[src/rtl/jk_button_cmd.sv]
// Button front end for the JK flop: sync + debounce + rise detect per button, then an
// arbiter that turns each press episode into one J/K command pulse, merging near-paired presses.
module jk_button_cmd #(
   parameter int unsigned DEBOUNCE_CYCLES = 16,
   parameter int unsigned CNT_W           = 5,
   parameter int unsigned PAIR_WINDOW     = 4
) (
   input  logic clk,
   input  logic rst,
   input  logic btn_j,
   input  logic btn_k,
   output logic j,
   output logic k,
   output logic cmd_valid,
   output logic busy
);

   localparam logic [CNT_W-1:0] DebLast = CNT_W'(DEBOUNCE_CYCLES - 1);
   localparam logic [CNT_W-1:0] WinLast = CNT_W'(PAIR_WINDOW - 1);

   typedef enum logic [1:0] {StIdle, StWaitPair, StEmit, StRelease} state_e;
   // Bit 0 drives J, bit 1 drives K.
   typedef enum logic [1:0] {CmdNone = 2'b00, CmdSet = 2'b01, CmdClr = 2'b10,
                             CmdToggle = 2'b11} cmd_e;

   // Channel index 0 is the J ("set") button, 1 is the K ("clear") button.
   logic [1:0]       meta_q, sync_q, deb_q, deb_dly_q;
   logic [CNT_W-1:0] cnt_q [2];
   logic [1:0]       rise;

   always_ff @(posedge clk or posedge rst) begin
      if (rst) begin
         meta_q    <= '0;
         sync_q    <= '0;
         deb_q     <= '0;
         deb_dly_q <= '0;
         for (int i = 0; i < 2; i++) cnt_q[i] <= '0;
      end else begin
         meta_q    <= {btn_k, btn_j};
         sync_q    <= meta_q;
         deb_dly_q <= deb_q;
         for (int i = 0; i < 2; i++) begin
            if (sync_q[i] == deb_q[i]) begin
               cnt_q[i] <= '0;
            end else if (cnt_q[i] == DebLast) begin
               deb_q[i] <= sync_q[i];
               cnt_q[i] <= '0;
            end else begin
               cnt_q[i] <= cnt_q[i] + CNT_W'(1);
            end
         end
      end
   end

   assign rise = deb_q & ~deb_dly_q;

   state_e           state_q, state_d;
   cmd_e             cmd_q, cmd_d, pend_q, pend_d;
   logic [CNT_W-1:0] win_q, win_d;
   logic [1:0]       jk_q, jk_d;
   logic             valid_q, valid_d;
   logic             other_rise;

   always_comb begin
      state_d    = state_q;
      cmd_d      = cmd_q;
      pend_d     = pend_q;
      win_d      = win_q;
      other_rise = (pend_q == CmdSet) ? rise[1] : rise[0];
      unique case (state_q)
         StIdle: begin
            if (&rise) begin
               state_d = StEmit;
               cmd_d   = CmdToggle;
            end else if (rise[0]) begin
               state_d = StWaitPair;
               pend_d  = CmdSet;
               win_d   = '0;
            end else if (rise[1]) begin
               state_d = StWaitPair;
               pend_d  = CmdClr;
               win_d   = '0;
            end
         end
         StWaitPair: begin
            if (other_rise) begin
               state_d = StEmit;
               cmd_d   = CmdToggle;
            end else if (win_q == WinLast) begin
               state_d = StEmit;
               cmd_d   = pend_q;
            end else begin
               win_d = win_q + CNT_W'(1);
            end
         end
         StEmit: state_d = StRelease;
         StRelease: begin
            // A new episode needs both buttons debounced low.
            if (deb_q == 2'b00) state_d = StIdle;
         end
         default: state_d = StIdle;
      endcase
      jk_d    = (state_d == StEmit) ? cmd_d : CmdNone;
      valid_d = (state_d == StEmit);
   end

   always_ff @(posedge clk or posedge rst) begin
      if (rst) begin
         state_q <= StIdle;
         cmd_q   <= CmdNone;
         pend_q  <= CmdNone;
         win_q   <= '0;
         jk_q    <= '0;
         valid_q <= 1'b0;
      end else begin
         state_q <= state_d;
         cmd_q   <= cmd_d;
         pend_q  <= pend_d;
         win_q   <= win_d;
         jk_q    <= jk_d;
         valid_q <= valid_d;
      end
   end

   assign j         = jk_q[0];
   assign k         = jk_q[1];
   assign cmd_valid = valid_q;
   assign busy      = (state_q != StIdle);

endmodule
[config.mk]
export PLATFORM = sky130hd
export DESIGN_NAME = jk_button_cmd
export DESIGN_NICKNAME = d
export VERILOG_FILES = /design/src/rtl/jk_button_cmd.sv
export SDC_FILE = /design/constraint.sdc
export NUM_CORES = 1
export LEC_CHECK = 0
export CORE_ASPECT_RATIO = 0.9
export CORE_MARGIN = 2
export CORE_UTILIZATION = 40
export CTS_CLUSTER_SIZE = 14
export DETAILED_ROUTE_END_ITERATION = 8
export PLACE_DENSITY = 0.67
export SLEW_MARGIN = 15
export SYNTH_ARGS = -nofsm -noshare
export SYNTH_HDL_FRONTEND = slang
export SYNTH_SLANG_ARGS = --single-unit
export TNS_END_PERCENT = 100
[constraint.sdc]
create_clock -name clk -period 1.81 [get_ports clk]
set_input_delay 0.362 -clock clk [delete_from_list [all_inputs] [get_ports clk]]
set_output_delay 0.362 -clock clk [all_outputs]
set_load 0.005 [all_outputs]
==> flow_metrics.env, run 1 <==
export IMPL_max_cap_viol_count=0
export IMPL_synth_mux_area_share_pct=3.01
export IMPL_netlist_area_sq_um=1460
export IMPL_fin_ws_ns=0.0755
export IMPL_cts_buffers=5
export IMPL_yosysMostFrequentCell="dfrtp_1"
export IMPL_worstPathMaxFanout=8
export IMPL_die_w_um=67.6
export IMPL_synth_top_cells_by_count="32 x dfrtp_1, 9 x nor2_1, 9 x o21ai_0"
export IMPL_syn_to_final_growth_pct=19.3
export IMPL_stdcell_area_sq_um=1740
export IMPL_ir_drop_v=0.000832
export IMPL_vias=984
export IMPL_port_buffers=7
export IMPL_gr_total_overflow=0
export IMPL_finalSetupTns_ns=0
export IMPL_yosys_area_share_adder_pct=4.30
export IMPL_worstPathRequired_ns=1.45
export IMPL_dr_pass1_iters=3
export IMPL_async_reset_ff_share_pct=100
export IMPL_drive_above_1_share_pct=19.4
export IMPL_clock_path_buffers=2
export IMPL_slew_headroom_pct=72.7
export IMPL_drt_iter0_markers=38
export IMPL_end_kind="output port"
export IMPL_start_util_pct=42.4
export IMPL_holdBufCountCts=0
export IMPL_path_buf_inv=2
export IMPL_rsz0062_at_grt="no"
export IMPL_worstMarginPinSlew_ns=0.408
export IMPL_wl_per_cell_um=13.7
export IMPL_n_antenna_cell=0
export IMPL_grt_max_degree=18
export IMPL_netlist_top_cells_area="dfrtp_1 55%, ha_1 4.3%, xor2_1 3.6%"
export IMPL_grt_pass1_vias=1009
export IMPL_synth_top_family_by_area="simple AND/OR/NAND/NOR gates"
export IMPL_core_area_sq_um=3430
export IMPL_hold_slack_ns=0.356
export IMPL_cts_root_buf="clkbuf_8"
export IMPL_max_freq_ghz=0.577
export IMPL_synth_top_area_cell="dfrtp_1"
export IMPL_cts_sinks=32
export IMPL_htreeDepth=2
export IMPL_synth_xor_area_share_pct=4.21
export IMPL_grt_use_total_pct=14.7
export IMPL_synth_edff_count=0
export IMPL_synth_simple_gate_area_share_pct=19.3
export IMPL_ys_types=39
export IMPL_dieArea_sq_um=4140
export IMPL_syn_avg_cell_area_sq_um=11.5
export IMPL_pre_cts_ws_ns=0.0390
export IMPL_power_leakage_nw=0.796
export IMPL_place_gp_congestion=0.807
export IMPL_nNetsFinal=152
export IMPL_synth_nets=135
export IMPL_power_per_cell_area_nw_per_um2=1320
export IMPL_cp_slowest_cell="dfrtp_2"
export IMPL_grt_pass1_wl_um=4360
export IMPL_post_route_period_util_pct=95.8
export IMPL_post_cts_setup_buffer_count=0
export IMPL_io_pins=8
export IMPL_dp_hpwl_um=1830
export IMPL_clock_skew_ns=0.00493
export IMPL_cpLargestDelayFamily="buffers and inverters"
export IMPL_status="completed"
export IMPL_cts_resized=1
export IMPL_rows=20
export IMPL_hold_violations=0
export IMPL_cp_cell_sequence="nor2_4, inv_1, clkdlybuf4s50_1"
export IMPL_clkTransAtPathRegs_ns=0.07
export IMPL_antenna_found_initial=0
export IMPL_worst_ep_arrival_time_ns=1.37
export IMPL_critPathMaxStageDelay_ns=0.47
export IMPL_synth_compound_area_share_pct=12.3
export IMPL_slew_violations=0
export IMPL_clkLatencyLatePin_ns=0.28
export IMPL_chipHeight_um=61.2
export IMPL_drt_wl_total_um=2580
export IMPL_yosysTopAreaCellShare_pct=55.0
export IMPL_setup_worst_path_class="flop to output port"
export IMPL_ys_flop_type="dfrtp_1"
export IMPL_synth_seq_cells=32
export IMPL_final_min_clock_period_ns=1.73
export IMPL_hold_path_class="flop to flop"
export IMPL_drc=0
export IMPL_ys_seq_area_share_pct=55.0
export IMPL_yosys_warnings=0
export IMPL_syn_instance_count=126
export IMPL_cp_start_kind="flop"
export IMPL_placed_cell_area_sq_um=1610
export IMPL_setup_violations=0
export IMPL_antenna_left=0
export IMPL_cts_tree="built"
export IMPL_via_per_inst=5.23
-- flip-flops by register name (all words and copies together), names as in the netlist --
signal,cells
jk_q,2
cmd_q,2
cmd_valid,1
deb_q,2
sync_q,2
cnt_q,10
meta_q,2
win_q,5
state_q,2
pend_q,2
deb_dly_q,2
-- report_power, final --
group | internal [W] | total, W | switching (W)
Combinational | 0.000329 | 0.000633 | 0.000304
Clock | 0.000408 | 0.000665 | 0.000256
Sequential | 0.000855 | 0.00100 | 0.000149
-- layout by cell type (no fill, tap or decap), types with 2 or more instances in the layout --
master           count
o21ai_0              9
dfrtp_1             28
and2_1               4
o21ai_1              2
nor2b_1              2
or3_1                2
a21oi_1              5
nor3_1               2
nand3_1              4
dfrtp_2              4
inv_1                5
clkdlybuf4s50_1      7
clkbuf_8             5
nor2_1               8
nand4_1              2
buf_4                4
nand2b_1             4
o21bai_1             2
xor2_1               6
and3_1               2
ha_1                 5
nand2_1              4
mux2_2               3
-- through the flow --
stage / total power, W / utilization, % / cells
global placement: 0.00158 / 46.8 / 180
finish: 0.00230 / 50.7 / 188
CTS: 0.00229 / 50.0 / 188
floorplan: 0.00140 / - / 126
detailed placement: 0.00161 / 46.8 / 180
global route: 0.00246 / 50.7 / 188
-- routing by layer --
metal	routed length (um)	vias up	global-route usage (%)
met3	58	6	3.66
met2	1270	12	25.2
met1	1180	482	16.2
met5	0	-	0
met4	62	0	9.91
li1	-	484	-
-- cell families (layout without fill, tap and decap cells) --
logic type	Yosys count	in the layout
compound gates	26	26
xor+xnor	7	7
fa+ha+maj	5	5
buf+inv	7	25
flops	32	32
mux	4	4
simple gates	45	45
-- path summary, 6_finish.rpt --
path | startpoint | endpoint | slack, ns | cells past startpoint
max | state_q[0] | busy | 0.08 | 3
min | meta_q[0] | sync_q[0] | 0.36 | 0
max reg2reg | deb_q[1] | win_q[0] | 0.09 | 7
min reg2reg | meta_q[0] | sync_q[0] | 0.36 | 0
max in group asynchronous | rst | state_q[1] | 1.19 | 3
min in group asynchronous | rst | cnt_q[0] | 0.40 | 3
-- area by class of cell --
class	count	area, sq um
clock inverters	2	35.0
fillers	298	1690
multi-input cells	87	646
clock buffers	6	72.6
inverters	6	22.5
repair buffers	11	100
well taps	44	55.1
flip-flops and latches	32	806
No activity file was read; power rests on OpenSTA's default activity.
==> run 2: changes to the inputs <==
Settings changed: CORE_MARGIN 2 to default, GPL_ROUTABILITY_DRIVEN from default to 0.
==> run 2 against run 1 <==
  * Utilization increased by 1.8 points
  * Global-route usage increased by 1.4 points
  * Non-clock buffer count increased by 4
  * Sequential share of layout area decreased by 1.8 points
  * Design area increased by 3.6%
  * Clock skew increased by 0.00068 ns
  * Critical path depth unchanged
  * Register-to-register slack improved by 0.03 ns
  * Critical endpoint unchanged
  * Largest cell class unchanged
  * Highest routed layer unchanged
==> flow_metrics.env, run 2 (synthesis results as in run 1) <==
export IMPL_switching_share_pct=30.1
export IMPL_clock_power_share_pct=29.8
export IMPL_power_per_cell_area_nw_per_um2=1370
export IMPL_max_cap_viol_count=0
export IMPL_path_buf_inv=2
export IMPL_power_leakage_nw=0.830
export IMPL_setup_violations=0
export IMPL_power_switching_w=0.000745
export IMPL_clock_path_buffers=2
export IMPL_final_cell_mix="30 x dfrtp_1, 9 x o21ai_0, 8 x nor2_1, 8 x buf_4"
export IMPL_area_sequential_sq_um=803
export IMPL_finalSetupTns_ns=0
export IMPL_cp_cell_sequence="nor2_4, inv_1, clkdlybuf4s50_1"
export IMPL_cts_sinks=32
export IMPL_slew_headroom_pct=72.4
export IMPL_core_area_sq_um=3430
export IMPL_cts_tree="built"
export IMPL_start_util_pct=42.4
export IMPL_mostFrequentLayoutCell="dfrtp_1"
export IMPL_clkTransAtPathRegs_ns=0.07
export IMPL_n_antenna_cell=0
export IMPL_clock_skew_ns=0.00560
export IMPL_seq_power_share_pct=40.6
export IMPL_drt_wl_total_um=2640
export IMPL_htreeDepth=2
export IMPL_dp_hpwl_um=1770
export IMPL_hold_violations=0
export IMPL_syn_to_final_growth_pct=23.6
export IMPL_max_freq_ghz=0.571
export IMPL_holdBufCountCts=0
export IMPL_wl_per_cell_um=13.7
export IMPL_p_int_w=0.00173
export IMPL_port_buffers=7
export IMPL_cp_slowest_cell="dfrtp_2"
export IMPL_ir_drop_v=0.000785
export IMPL_worstPathRequired_ns=1.45
export IMPL_share_comb_of_total_power_pct=29.6
export IMPL_final_min_clock_period_ns=1.75
export IMPL_grt_pass1_wl_um=4600
export IMPL_fillers=295
export IMPL_slew_violations=0
export IMPL_drc=0
export IMPL_grt_max_degree=33
export IMPL_hold_path_class="flop to flop"
export IMPL_worstMarginPinSlew_ns=0.412
export IMPL_drive_above_1_share_pct=21.6
export IMPL_cpLargestDelayFamily="flip-flops"
export IMPL_chipHeight_um=59.2
export IMPL_multi_input_area_sq_um=662
export IMPL_grt_pass1_vias=1051
export IMPL_gr_total_overflow=0
export IMPL_post_route_period_util_pct=96.7
export IMPL_die_w_um=65.6
export IMPL_grt_use_total_pct=16.0
export IMPL_end_kind="output port"
export IMPL_clkLatencyLatePin_ns=0.28
export IMPL_dr_pass1_iters=4
export IMPL_fin_total_pwr_w=0.00247
export IMPL_largestRegisters="cnt_q: 10 flops, win_q: 5 flops"
export IMPL_io_pins=8
export IMPL_via_per_inst=5.27
export IMPL_top_register="cnt_q"
export IMPL_cts_buffers=5
export IMPL_nNetsFinal=156
export IMPL_rows=20
export IMPL_cp_start_kind="flop"
export IMPL_drt_iter0_markers=30
export IMPL_worstPathMaxFanout=9
export IMPL_antenna_found_initial=0
export IMPL_antenna_left=0
export IMPL_status="completed"
export IMPL_setup_worst_path_class="flop to output port"
export IMPL_vias=1012
export IMPL_worst_ep_arrival_time_ns=1.39
export IMPL_dieArea_sq_um=3880
export IMPL_largest_reg_flops=10
export IMPL_critPathMaxStageDelay_ns=0.49
export IMPL_cts_root_buf="clkbuf_8"
run 2: cell types whose count changed in the layout (fill, tap and decap cells not counted), sizes merged:
cell / delta
buf: +4
clkbuf: +1
clkinv: -1
run 2: worst paths after layout:
kind                            startpoint    endpoint  slack, ns  cells past startpoint
worst max-delay path            state_q[1]        busy       0.06                      3
worst min-delay path             meta_q[1]   sync_q[1]       0.35                      0
worst max register to register    win_q[1]    win_q[1]       0.12                      5
worst min register to register   meta_q[1]   sync_q[1]       0.35                      0
max in group asynchronous              rst  state_q[1]       1.04                      3
min in group asynchronous              rst   pend_q[0]       0.47                      3
run 2: power groups by stage:
stage / sequential, W / combinational (W) / clock, W
after detailed placement: 0.000992 / 0.000620 / 0
after global placement: 0.000980 / 0.000609 / 0
after CTS: 0.000981 / 0.000627 / 0.000764
final: 0.00100 / 0.000731 / 0.000738
after global routing: 0.00102 / 0.000810 / 0.000789
after floorplan: 0.000965 / 0.000438 / 0
run 2: worst register-to-register path, stage by stage (launching register included):
cell and delay [ns]:
dfrtp_1 0.39, ha_1 0.21, or4b_4 0.50, o221a_1 0.24
a22oi_1 0.16, o21ai_1 0.08
run 2: final cells by class:
class / count / share of cell area [%]
multi-input combinational: 87 / 36.8
clock inverter: 1 / 1.67
inverter: 6 / 1.25
sequential: 32 / 44.6
clock buffer: 7 / 5.35
tap: 44 / 3.06
timing repair buffer: 15 / 7.23
run 2: metal layers:
layer  global-route usage [%]  part of all wire [%]  vias up
met2                     25.9                    49       14
li1                         -                     -      489
met3                     5.19                   3.0        4
met5                        0                     0        -
met1                     20.0                    46      505
met4                     6.52                   1.5        0
run 2: what timing repair did:
| action | in CTS | in global routing |
|---|---|---|
| endpoints found under the setup margin | 1 | 5 |
| hold endpoints to repair | 0 | 0 |
| buffers inserted | 0 | 4 |
| resized for setup | 1 | 7 |
run 2: stage by stage:
| stage | std cells | setup slack, ns | instance area (sq um) | utilization, % | hold WS [ns] |
|---|---|---|---|---|---|
| 2_1_floorplan | 126 | 0.0983 | 1460 | - | 0.331 |
| 3_3_place_gp | 180 | 0.0996 | 1610 | 46.8 | 0.340 |
| 3_5_place_dp | 180 | 0.0366 | 1610 | 46.8 | 0.344 |
| 4_1_cts | 188 | 0.0109 | 1730 | 50.6 | 0.359 |
| 5_1_grt | 192 | -0.00852 | 1800 | 52.5 | 0.365 |
| 6_report | 192 | 0.0593 | 1800 | 52.5 | 0.353 |
==> run 3: changes to the inputs <==
Settings changed: ABC_AREA from default to 1, SLEW_MARGIN 15 to 40.
==> run 3 against run 2 <==
  * Register-to-register slack gained 0.28 ns
  * Die area grew 1.0%
  * Worst setup slack gained 0.069 ns
  * Via count grew 3.1%
  * Critical path depth is the same
  * Sequential power shrank 22%
  * Flip-flop and latch count is the same
  * Global-route usage shrank 0.46 points
  * Largest power group unchanged
==> flow_metrics.env, run 3 <==
export IMPL_power_per_cell_area_nw_per_um2=885
export IMPL_cts_tree="built"
export IMPL_power_switching_w=0.000384
export IMPL_seq_power_share_pct=51.4
export IMPL_switching_share_pct=25.3
export IMPL_drt_iter0_markers=53
export IMPL_top_register="cnt_q"
export IMPL_dr_pass1_iters=4
export IMPL_synth_nets=171
export IMPL_yosysTopAreaCellShare_pct=54.5
export IMPL_setup_worst_path_class="flop to output port"
export IMPL_fin_cells=224
export IMPL_async_reset_ff_share_pct=100
export IMPL_ys_types=20
export IMPL_synth_top_cells_by_count="36 x nand2_1, 32 x dfrtp_1, 19 x inv_1"
export IMPL_p_int_w=0.00113
export IMPL_post_cts_setup_buffer_count=0
export IMPL_placed_cells=216
export IMPL_clock_power_share_pct=37.3
export IMPL_status="completed"
export IMPL_rsz0062_at_grt="no"
export IMPL_nNetsFinal=188
export IMPL_worst_ep_arrival_time_ns=1.32
export IMPL_post_route_period_util_pct=92.9
export IMPL_max_freq_ghz=0.595
export IMPL_largest_reg_flops=10
export IMPL_syn_to_final_growth_pct=16.4
export IMPL_netlist_top_cells_area="dfrtp_1 54%, nand2_1 9.2%, inv_1 4.9%"
export IMPL_drt_wl_total_um=2390
export IMPL_synth_edff_count=0
export IMPL_vias=1043
export IMPL_syn_avg_cell_area_sq_um=9.08
export IMPL_final_min_clock_period_ns=1.68
export IMPL_final_cell_mix="36 x nand2_1, 32 x dfrtp_1, 19 x inv_1, 16 x nor2_1, 10 x nand3_1"
export IMPL_via_per_inst=4.66
export IMPL_critPathMaxStageDelay_ns=0.43
export IMPL_rows=20
export IMPL_power_leakage_nw=0.872
export IMPL_largestRegisters="cnt_q: 10 flops, win_q: 5 flops"
export IMPL_clock_skew_ns=0.00450
export IMPL_cts_buffers=5
export IMPL_clkTransAtPathRegs_ns=0.06
export IMPL_wl_per_cell_um=10.7
export IMPL_n_antenna_cell=0
export IMPL_ir_drop_v=0.000513
export IMPL_cts_root_buf="clkbuf_8"
export IMPL_synth_top_area_cell="dfrtp_1"
export IMPL_die_w_um=65.9
export IMPL_slew_headroom_pct=80.0
export IMPL_syn_instance_count=162
export IMPL_cts_sinks=32
export IMPL_drc=0
export IMPL_finalSetupTns_ns=0
export IMPL_setup_violations=0
export IMPL_ys_flop_type="dfrtp_1"
export IMPL_yosysMostFrequentCell="nand2_1"
export IMPL_holdBufCountCts=0
export IMPL_cp_cell_sequence="nor2_1, inv_1, clkdlybuf4s50_1"
export IMPL_slew_violations=0
export IMPL_worstHoldStart="meta_q[0]"
export IMPL_worstPathMaxFanout=4
export IMPL_max_cap_viol_count=0
export IMPL_yosys_warnings=0
export IMPL_gr_total_overflow=0
export IMPL_dp_hpwl_um=1840
export IMPL_antenna_left=0
export IMPL_ys_seq_area_share_pct=54.5
export IMPL_worstMarginPinSlew_ns=0.298
export IMPL_dieArea_sq_um=3920
export IMPL_cp_slowest_cell="clkdlybuf4s50_1"
export IMPL_share_comb_of_total_power_pct=11.4
export IMPL_hold_violations=0
export IMPL_grt_max_degree=19
export IMPL_port_buffers=7
export IMPL_grt_pass1_vias=1001
export IMPL_chipHeight_um=59.5
export IMPL_startpoint="state_q[0]"
export IMPL_clock_path_buffers=2
export IMPL_end_kind="output port"
export IMPL_mostFrequentLayoutCell="nand2_1"
export IMPL_synth_seq_cells=32
export IMPL_r2r_start="deb_dly_q[0]"
export IMPL_grt_use_total_pct=15.6
export IMPL_start_util_pct=42.6
export IMPL_worstPathRequired_ns=1.45
export IMPL_cp_start_kind="flop"
export IMPL_core_area_sq_um=3450
export IMPL_netlist_area_sq_um=1470
export IMPL_clkLatencyLatePin_ns=0.29
export IMPL_hold_path_class="flop to flop"
export IMPL_io_pins=8
export IMPL_cts_resized=0
export IMPL_antenna_found_initial=0
export IMPL_grt_pass1_wl_um=4330
export IMPL_drive_above_1_share_pct=16.1
export IMPL_htreeDepth=2
==> run 3: changes by cell type after synthesis, moves of 3 or more <==
| cell | previous run | this run |
|---|---|---|
| and2_1 | 4 | 0 |
| inv_1 | 5 | 19 |
| inv_2 | 1 | 4 |
| mux2_2 | 3 | 0 |
| nand2_1 | 4 | 36 |
| nand2_2 | 0 | 8 |
| nand2b_1 | 5 | 0 |
| nand3_1 | 4 | 10 |
| nor2_1 | 9 | 16 |
| nor2_4 | 0 | 3 |
==> run 3: logic make-up after synthesis <==
| kind of cell | Yosys count | synth area share, % |
|---|---|---|
| AOI/OAI and AO/OA | 13 | 4.43 |
| adders and majority gates | 5 | 4.26 |
| buffers and inverters | 23 | 5.87 |
| xor gates and xnor gates | 7 | 4.17 |
| DFF | 32 | 54.5 |
| and+or+nand+nor | 82 | 26.8 |
==> run 3: routing by layer <==
layer / routed length, um / vias to the layer above / share of wire, % / GRT usage [%]
met4: 61 / 0 / 2.6 / 9.32
li1: - / 537 / - / -
met5: 0 / - / 0 / 0
met2: 1120 / 13 / 47 / 24.8
met3: 86 / 7 / 3.6 / 5.19
met1: 1120 / 486 / 47 / 18.3
==> run 3: critical path, delay by kind of cell, from the launching register on <==
family	cells	cell delay, ns
and+or+nand+nor	1	0.15
buffers and inverters	2	0.48
DFF	1	0.40
==> run 3: cell type report <==
cell class	count	area, sq um
Fill cell	324	1740
Sequential cell	32	801
Multi-Input combinational cell	107	583
Timing Repair Buffer	10	92.6
Clock buffer	7	86.3
Inverter	23	86.3
Tap cell	44	55.1
Clock inverter	1	7.51
==> run 3: worst paths after layout <==
check	slack (ns)	depth (start not counted)	endpoint
worst min-delay path	0.35	0	sync_q[0]
worst max register to register	0.40	9	win_q[3]
min in group asynchronous	0.39	3	cnt_q[6]
max in group asynchronous	1.20	3	win_q[1]
worst max-delay path	0.13	3	busy
worst min register to register	0.35	0	sync_q[0]
==> run 3: through the flow <==
step | power [W] | worst slack [ns] | hold slack (ns) | util, % | cell area (sq um)
6_report | 0.00152 | 0.129 | 0.354 | 49.6 | 1710
5_1_grt | 0.00160 | 0.0378 | 0.366 | 49.6 | 1710
4_1_cts | 0.00153 | 0.112 | 0.360 | 49.6 | 1710
3_5_place_dp | 0.000966 | 0.395 | 0.345 | 46.8 | 1620
3_3_place_gp | 0.000955 | 0.438 | 0.333 | 46.8 | 1620
2_1_floorplan | 0.000913 | 0.528 | 0.331 | - | 1470
==> run 3: power groups by stage <==
stage / Sequential (W) / Combinational (W) / Clock, W
floorplan: 0.000786 / 0.000127 / 0
global placement: 0.000789 / 0.000166 / 0
detailed placement: 0.000791 / 0.000174 / 0
CTS: 0.000778 / 0.000175 / 0.000580
global route: 0.000784 / 0.000206 / 0.000605
finish: 0.000778 / 0.000172 / 0.000565
